--- src/rtl/trap_controller.sv ---
// Commit-stage trap and MRET sequencer: prioritises exceptions and interrupts, hands the
// trap record to the CSR unit and runs the PC redirect handshake towards fetch.
module trap_controller #(
    parameter int unsigned XLEN = 32
) (
    input  logic            clk,
    input  logic            rst,
    input  logic            instr_valid_i,
    input  logic [XLEN-1:0] pc_i,
    input  logic [31:0]     instr_i,
    input  logic            instr_misaligned_i,
    input  logic            illegal_instr_i,
    input  logic            ebreak_i,
    input  logic            ecall_i,
    input  logic            load_misaligned_i,
    input  logic            store_misaligned_i,
    input  logic [XLEN-1:0] branch_target_i,
    input  logic [XLEN-1:0] mem_addr_i,
    input  logic            mret_i,
    input  logic            mtime_exc_i,
    input  logic [XLEN-1:0] mtvec_i,
    input  logic [XLEN-1:0] mepc_i,
    output logic            jumpingToMtvec_o,
    output logic [31:0]     excCause_o,
    output logic [31:0]     trapInfo_o,
    output logic [31:0]     trapPc_o,
    output logic            squash_o,
    output logic            stall_o,
    output logic            redirect_valid_o,
    output logic [XLEN-1:0] redirect_pc_o,
    input  logic            redirect_ready_i,
    output logic            mret_o
);

    typedef enum logic [1:0] {
        StIdle,
        StCommit,
        StRedirect,
        StMretRedirect
    } state_e;

    localparam logic [31:0] CauseTimer       = 32'h8000_0007;
    localparam logic [31:0] CauseInstrMisal  = 32'd0;
    localparam logic [31:0] CauseIllegal     = 32'd2;
    localparam logic [31:0] CauseEbreak      = 32'd3;
    localparam logic [31:0] CauseEcall       = 32'd11;
    localparam logic [31:0] CauseLoadMisal   = 32'd4;
    localparam logic [31:0] CauseStoreMisal  = 32'd6;

    state_e          state_q, state_d;
    logic [31:0]     cause_q, cause_d;
    logic [31:0]     info_q, info_d;
    logic [31:0]     tpc_q, tpc_d;
    logic [XLEN-1:0] mepc_q, mepc_d;

    logic            trap_event;
    logic [31:0]     event_cause;
    logic [31:0]     event_info;
    logic [XLEN-1:0] mtvec_aligned;

    assign mtvec_aligned = {mtvec_i[XLEN-1:2], 2'b00};

    // Fixed-priority event decode; timer interrupt outranks every synchronous exception.
    always_comb begin
        trap_event  = 1'b1;
        event_cause = 32'd0;
        event_info  = 32'd0;
        if (mtime_exc_i) begin
            event_cause = CauseTimer;
        end else if (instr_misaligned_i) begin
            event_cause = CauseInstrMisal;
            event_info  = 32'(branch_target_i);
        end else if (illegal_instr_i) begin
            event_cause = CauseIllegal;
            event_info  = instr_i;
        end else if (ebreak_i) begin
            event_cause = CauseEbreak;
            event_info  = 32'(pc_i);
        end else if (ecall_i) begin
            event_cause = CauseEcall;
        end else if (load_misaligned_i) begin
            event_cause = CauseLoadMisal;
            event_info  = 32'(mem_addr_i);
        end else if (store_misaligned_i) begin
            event_cause = CauseStoreMisal;
            event_info  = 32'(mem_addr_i);
        end else begin
            trap_event = 1'b0;
        end
    end

    always_comb begin
        state_d          = state_q;
        cause_d          = cause_q;
        info_d           = info_q;
        tpc_d            = tpc_q;
        mepc_d           = mepc_q;
        jumpingToMtvec_o = 1'b0;
        squash_o         = 1'b0;
        stall_o          = 1'b0;
        redirect_valid_o = 1'b0;
        redirect_pc_o    = '0;
        mret_o           = 1'b0;

        // Combinational outputs must also read zero while reset is held.
        if (!rst) begin
            unique case (state_q)
                StIdle: begin
                    if (instr_valid_i) begin
                        if (trap_event) begin
                            squash_o = 1'b1;
                            stall_o  = 1'b1;
                            cause_d  = event_cause;
                            info_d   = event_info;
                            tpc_d    = 32'(pc_i);
                            state_d  = StCommit;
                        end else if (mret_i) begin
                            mret_o  = 1'b1;
                            stall_o = 1'b1;
                            mepc_d  = mepc_i;
                            state_d = StMretRedirect;
                        end
                    end
                end
                StCommit: begin
                    jumpingToMtvec_o = 1'b1;
                    stall_o          = 1'b1;
                    state_d          = StRedirect;
                end
                StRedirect: begin
                    stall_o          = 1'b1;
                    redirect_valid_o = 1'b1;
                    redirect_pc_o    = mtvec_aligned;
                    if (redirect_ready_i) begin
                        state_d = StIdle;
                    end
                end
                StMretRedirect: begin
                    stall_o          = 1'b1;
                    redirect_valid_o = 1'b1;
                    redirect_pc_o    = mepc_q;
                    if (redirect_ready_i) begin
                        state_d = StIdle;
                    end
                end
                default: begin
                    state_d = StIdle;
                end
            endcase
        end
    end

    always_ff @(posedge clk or posedge rst) begin
        if (rst) begin
            state_q <= StIdle;
            cause_q <= '0;
            info_q  <= '0;
            tpc_q   <= '0;
            mepc_q  <= '0;
        end else begin
            state_q <= state_d;
            cause_q <= cause_d;
            info_q  <= info_d;
            tpc_q   <= tpc_d;
            mepc_q  <= mepc_d;
        end
    end

    assign excCause_o = cause_q;
    assign trapInfo_o = info_q;
    assign trapPc_o   = tpc_q;

endmodule

--- config.mk ---
export PLATFORM = sky130hd
export DESIGN_NAME = trap_controller
export DESIGN_NICKNAME = d
export VERILOG_FILES = /design/src/rtl/trap_controller.sv
export SDC_FILE = /design/constraint.sdc
export NUM_CORES = 1
export LEC_CHECK = 0
export ABC_CLOCK_PERIOD_IN_PS = 2800
export CAP_MARGIN = 20
export CELL_PAD_IN_SITES_DETAIL_PLACEMENT = 2
export CELL_PAD_IN_SITES_GLOBAL_PLACEMENT = 2
export CORE_ASPECT_RATIO = 1.2
export CORE_MARGIN = 4
export CORE_UTILIZATION = 21
export DETAILED_ROUTE_END_ITERATION = 10
export PLACE_DENSITY_LB_ADDON = 0.1
export REMOVE_ABC_BUFFERS = 1
export SYNTH_ARGS = -nofsm -noshare
export SYNTH_HDL_FRONTEND = slang
export SYNTH_SLANG_ARGS = --single-unit
--- constraint.sdc ---
create_clock -name clk -period 2.8 [get_ports clk]
set_input_delay 0.28 -clock clk [delete_from_list [all_inputs] [get_ports clk]]
set_output_delay 0.28 -clock clk [all_outputs]
set_load 0.02 [all_outputs]
==> run_results.csv, run 1 <==
group,metric,value,unit
run_status,outcome,"completed",
layout,num-fill-cells,2858,
setup_path,worstSetupPathType,"primary input to output pin",
layout,drive_above_1_share,0.0850,
cts,clk-insertion-delay-late,0.35,ns
synth,ys_ff_latch,103,
timing,worst_slack,0.191,ns
cts,cts-root-buf,"clkbuf_16",
layout,mostFrequentLayoutCell,"clkdlybuf4s50_1",
floorplan,start_util,0.213,
cts,cts_tree,"built",
timing,final_max_slew_viol_count,0,
layout,stdcell_count,1217,
placement,port_buffers,307,
placement,place_hpwl,18600,um
timing,skew,0.00953,ns
layout,design_area,0.00926,sq mm
placement,pre_cts_slack,0.0905,ns
setup_path,critical_path.max_fanout,15,
global_route,grt_pass1_vias,6394,
global_route,grt_max_degree,66,
placement,gp_congestion,0.816,
power_and_ir_drop,p_leak,4.05,nW
routing,wl_per_cell,20.3,um
layout,num-nets-final,1083,
synth,ys_warn_count,0,
cts,cts.sinks,103,
synth,ys_types,36,
run,cap_viol_max_count,0,
timing,rsz0062_at_grt,"no",
floorplan,rows,65,
timing,worst_slew_margin_rel,0.434,
global_route,grt_pass1_wl,37900,um
setup_path,critical_path.endpoint_type,"output pin",
layout,antenna-diode-count,0,
routing,num_vias,5460,
layout,syn2layout_area_growth,65.7,%
power_and_ir_drop,ir_drop,322,uV
routing,ant_nets,0,
timing,hold_violations,0,
global_route,grtUsageTotal,0.165,
layout,layout_common_cells,"clkdlybuf4s50_1, nand2_1, dfrtp_1, a21oi_1, nor2_1",
setup_path,rrSetupSlack,0.72,ns
timing,min_period,2.61,ns
setup_path,start_kind,"primary input",
routing,routed_wl,24700,um
routing,drt_iter0_drc,144,
routing,drc,0,
floorplan,die_x,157,um
synth,yosysSeqAreaShare,0.461,
timing,hold-worst-slack,0.436,ns
power_and_ir_drop,powerDensity,730,mW/mm^2
floorplan,die_height,187,um
placement,dp_cells,1203,
synth,synth.top_cell.area_share,0.461,
hold_path,hold_class,"primary input to flip-flop",
global_route,antenna_found_initial,0,
timing,period_share,0.932,
routing,first_pass_iters,4,
cts,hold_buffers,0,
timing,worst_slew_pin_slew,0.848,ns
floorplan,die-area,0.0293,sq mm
timing,fmax,383,MHz
setup_path,crit_arrival,2.33,ns
floorplan,core-area,0.0263,sq mm
global_route,overflow,0,
timing,setup_violations,0,
placement,placed_area,0.00897,sq mm
synth,netlist_area,0.00559,sq mm
floorplan,ios,337,
cts,cts_buffer_depth,2,
cts,path_clk_slew,0.06,ns
synth,syn_avg_cell_area,9.54,sq um
synth,netlist_instances,586,
synth,synth_top_cell_by_area,"dfrtp_1",
cts,cts_buffers,9,
synth,synth_area_leaders,"dfrtp_1, nand2_1, mux2_4",
setup_path,worstPathRequired,2.52,ns
routing,vias_per_cell,4.49,
cts,h-tree-depth,3,
-- flip-flops by register name (all words and copies together), names as in the netlist --
signal      cells
trapInfo_o     32
excCause_o      5
trapPc_o       32
state_q         2
mepc_q         32
-- logic make-up after synthesis --
| family | count (synthesis) | share of synthesized area |
|---|---|---|
| other | 1 | 0.000671 |
| muxes | 62 | 0.138 |
| and+or+nand+nor | 229 | 0.181 |
| DFF | 103 | 0.461 |
| buffers and inverters | 73 | 0.0741 |
| AOI/OAI and AO/OA | 118 | 0.145 |
-- worst max-delay path, stage by stage --
cell and delay [ns]:
clkdlybuf4s50_1 0.46, buf_12 0.18, or4_4 0.43, nor3_2 0.18, and3_1 0.18, clkdlybuf4s50_1 0.61
-- cell usage after synthesis --
| cell | number |
|---|---|
| nand2b_1 | 2 |
| buf_6 | 3 |
| buf_1 | 2 |
| o21ai_1 | 2 |
| a21o_1 | 1 |
| mux2_4 | 30 |
| o22a_1 | 3 |
| nor3_1 | 6 |
| o21ai_0 | 10 |
| nor2b_1 | 35 |
| clkbuf_1 | 25 |
| nand2_1 | 140 |
| a221o_1 | 23 |
| or4_4 | 1 |
| o21a_1 | 1 |
| nor2_1 | 34 |
| buf_2 | 13 |
| nor3b_1 | 1 |
| o31ai_1 | 32 |
| or4b_1 | 2 |
| a2bb2oi_1 | 1 |
| dfrtp_1 | 103 |
| nor3_2 | 1 |
| o22ai_1 | 1 |
| a41oi_1 | 1 |
| mux2_1 | 2 |
| mux2i_1 | 30 |
| buf_4 | 27 |
| inv_2 | 3 |
| nor4_1 | 1 |
| conb_1 | 1 |
| nor2_2 | 1 |
| a21oi_1 | 43 |
| nand3_2 | 1 |
| and3_1 | 3 |
| nand2_2 | 1 |
-- layout make-up --
cell class | instances | area [sq um] | share of cell area
clock buffers | 13 | 250 | 0.0270
clock inverters | 1 | 30.0 | 0.00324
inverters | 3 | 13.8 | 0.00149
multi-input cells | 436 | 2710 | 0.293
flip-flops and latches | 103 | 2580 | 0.278
well taps | 335 | 419 | 0.0453
repair buffers | 326 | 3260 | 0.352
-- report_power, final --
part / internal (mW) / leakage, nW / switching, mW
logic: 1.53 / 2.57 / 1.75
registers: 1.94 / 1.34 / 0.249
clock network: 0.712 / 0.136 / 0.582
total: 4.18 / 4.05 / 2.58
-- metrics by stage --
stage	total power, mW	setup TNS (ns)	util
2_1_floorplan	3.70	-51.31	-
3_3_place_gp	5.47	0	0.342
3_5_place_dp	5.56	0	0.342
4_1_cts	6.92	0	0.352
5_1_grt	7.22	0	0.353
6_report	6.76	0	0.353
-- final timing paths --
kind / startpoint / endpoint / cells after the start
min: instr_misaligned_i / state_q[0] / 5
max in group asynchronous: rst / state_q[1] / 5
min reg2reg: trapPc_o[6] / trapPc_o[6] / 2
max reg2reg: state_q[0] / trapInfo_o[27] / 5
max: ebreak_i / mret_o / 6
min in group asynchronous: rst / excCause_o[2] / 4
-- metal layers --
metal / GRT usage / share of wire
met1: 0.202 / 0.41
met2: 0.271 / 0.47
met3: 0.0719 / 0.10
met4: 0.0344 / 0.012
met5: 0 / 0
-- what timing repair did --
action,CTS,global route
gates resized for setup,0,1
setup endpoints to repair,0,1
endpoints found under the hold margin,0,0
buffers inserted,0,0
Note: power is estimated with default switching activity, not from simulation.
==> run 2, diff against run 1 <==
--- a/config.mk
+++ b/config.mk
@@ -13,6 +13,7 @@
 export CORE_MARGIN = 4
 export CORE_UTILIZATION = 21
 export DETAILED_ROUTE_END_ITERATION = 10
+export HOLD_SLACK_MARGIN = 0.08
 export PLACE_DENSITY_LB_ADDON = 0.1
 export REMOVE_ABC_BUFFERS = 1
 export SYNTH_ARGS = -nofsm -noshare
==> results of run 2 <==
Same layout as run 1: the final DEF is identical, and so are final timing and power.
==> run 3, diff against run 2 <==
--- a/config.mk
+++ b/config.mk
@@ -5,7 +5,7 @@
 export SDC_FILE = /design/constraint.sdc
 export NUM_CORES = 1
 export LEC_CHECK = 0
-export ABC_CLOCK_PERIOD_IN_PS = 2800
+export ABC_CLOCK_PERIOD_IN_PS = 2700
 export CAP_MARGIN = 20
 export CELL_PAD_IN_SITES_DETAIL_PLACEMENT = 2
 export CELL_PAD_IN_SITES_GLOBAL_PLACEMENT = 2
==> constraint.sdc (replaced) <==
create_clock -name clk -period 2.7 [get_ports clk]
set_input_delay 0.27 -clock clk [delete_from_list [all_inputs] [get_ports clk]]
set_output_delay 0.27 -clock clk [all_outputs]
set_load 0.02 [all_outputs]
==> run_results.csv, run 3 (synthesis results as in run 1) <==
group,metric,value,unit
routing,wl_per_cell,20.5,um
layout,drive_above_1_share,0.0923,
timing,final_max_slew_viol_count,0,
setup_path,slowest_stage,"clkdlybuf4s50_1",
setup_path,critPathTopFamily,"buffers and inverters",
cts,hold_buffers,0,
power_and_ir_drop,ir_drop,296,uV
timing,fmax,384,MHz
layout,mostFrequentLayoutCell,"clkdlybuf4s50_1",
routing,ant_nets,0,
setup_path,worstSetupPathType,"flip-flop to output pin",
cts,cts-root-buf,"clkbuf_16",
setup_path,crit_arrival,2.34,ns
layout,syn2layout_area_growth,65.8,%
floorplan,rows,65,
floorplan,core-area,0.0263,sq mm
run,cap_viol_max_count,0,
timing,hold-worst-slack,0.452,ns
floorplan,die_height,187,um
global_route,overflow,0,
layout,num-fill-cells,2877,
timing,hold_violations,0,
global_route,grtUsageTotal,0.168,
routing,routed_wl,25100,um
setup_path,r2r-start,"state_q[0]",
routing,vias_per_cell,4.52,
routing,drt_iter0_drc,179,
setup_path,start_kind,"flip-flop",
global_route,antenna_found_initial,3,
setup_path,path_cells,"or4b_1, a21o_2, inv_2, clkdlybuf4s50_1",
layout,design_area,0.00927,sq mm
timing,skew,0.00701,ns
placement,port_buffers,307,
hold_path,hold_class,"primary input to flip-flop",
cts,cts_buffers,9,
cts,clk-insertion-delay-late,0.36,ns
setup_path,critical_path.max_fanout,3,
placement,gp_congestion,0.812,
cts,cts_resized,0,
timing,setup_violations,0,
layout,stdcell_count,1225,
cts,cts_buffer_depth,2,
setup_path,worstPathRequired,2.43,ns
timing,worst_slew_pin_slew,0.893,ns
timing,min_period,2.61,ns
setup_path,worstSetupStartpoint,"state_q[0]",
timing,rsz0062_at_grt,"no",
placement,placed_area,0.00898,sq mm
placement,place_hpwl,18900,um
floorplan,die-area,0.0293,sq mm
routing,first_pass_iters,4,
cts,cts_setup_buffers,0,
cts,cts.sinks,103,
setup_path,critical_path.endpoint_type,"output pin",
routing,num_vias,5535,
cts,path_clk_slew,0.07,ns
global_route,grt_pass1_wl,38300,um
timing,worst_slew_margin_rel,0.402,
global_route,grt_pass1_vias,6351,
layout,num-nets-final,1087,
routing,drc,0,
placement,dp_cells,1207,
setup_path,cpPeakStageDelay,0.69,ns
floorplan,ios,337,
run_status,outcome,"completed",
cts,cts_tree,"built",
floorplan,start_util,0.213,
global_route,grt_max_degree,66,
layout,layout_common_cells,"clkdlybuf4s50_1, nand2_1, dfrtp_1, a21oi_1, nor2_1",
power_and_ir_drop,p_leak,4.05,nW
power_and_ir_drop,powerDensity,753,mW/mm^2
cts,h-tree-depth,3,
hold_path,worstHoldStart,"instr_misaligned_i",
timing,period_share,0.965,
setup_path,crit_buf_inv,2,
floorplan,die_x,157,um
==> run 3: changes by cell type in the layout (fill, tap and decap cells not counted) <==
cell and delta:
clkinvlp_4 +4, bufinv_16 -1, diode_2 +2, nor4_1 +1
clkbuf_8 +1, clkbuf_1 -2, buf_4 +6, buf_12 -2
nor4_2 -1
==> run 3: power breakdown <==
part / internal [mW] / total (mW) / switching, mW
logic: 1.59 / 3.40 / 1.81
registers: 2.01 / 2.26 / 0.255
clock network: 0.679 / 1.32 / 0.642
total: 4.28 / 6.98 / 2.71
==> run 3: worst paths after layout <==
| path | endpoint | cells past startpoint | slack (ns) |
|---|---|---|---|
| worst min register to register | trapPc_o[6] | 2 | 0.48 |
| max in group asynchronous | mepc_q[13] | 5 | 0.81 |
| worst min-delay path | state_q[0] | 5 | 0.45 |
| worst max register to register | mepc_q[30] | 6 | 0.66 |
| min in group asynchronous | trapPc_o[3] | 4 | 0.65 |
| worst max-delay path | squash_o | 4 | 0.09 |
==> run 3: cell type report <==
cell class              instances  area [sq um]  share of cell area
flip-flops and latches        103          2580               0.278
repair buffers                330          3260               0.352
clock buffers                  12           256              0.0277
well taps                     335           419              0.0452
clock inverters                 4          30.0             0.00324
inverters                       3          13.8             0.00148
diodes                          2          5.00            0.000540
multi-input cells             436          2710               0.292
==> run 3: layer usage <==
metal / track usage / vias up / wire length (um)
met1: 0.193 / 2730 / 9870
met4: 0.0578 / 2 / 500
li1: - / 2549 / -
met3: 0.0759 / 27 / 2700
met5: 0 / - / 12
met2: 0.276 / 227 / 12000
==> run 3: stage by stage <==
| step | setup TNS (ns) | util | worst slack [ns] | power, mW |
|---|---|---|---|---|
| 6_report | 0 | 0.353 | 0.0947 | 6.98 |
| 3_3_place_gp | 0 | 0.342 | 0.155 | 5.67 |
| 3_5_place_dp | 0 | 0.342 | 0.0768 | 5.77 |
| 5_1_grt | 0 | 0.353 | 0.0266 | 7.48 |
| 4_1_cts | 0 | 0.353 | 0.0860 | 7.14 |
| 2_1_floorplan | -64.13 | - | -0.872 | 3.84 |
==> run 3: worst min-delay path: stages <==
cell and delay [ns]:
buf_2 0.11, nor4_1 0.07, nand2_1 0.11, nor3_1 0.07
o21ai_1 0.13
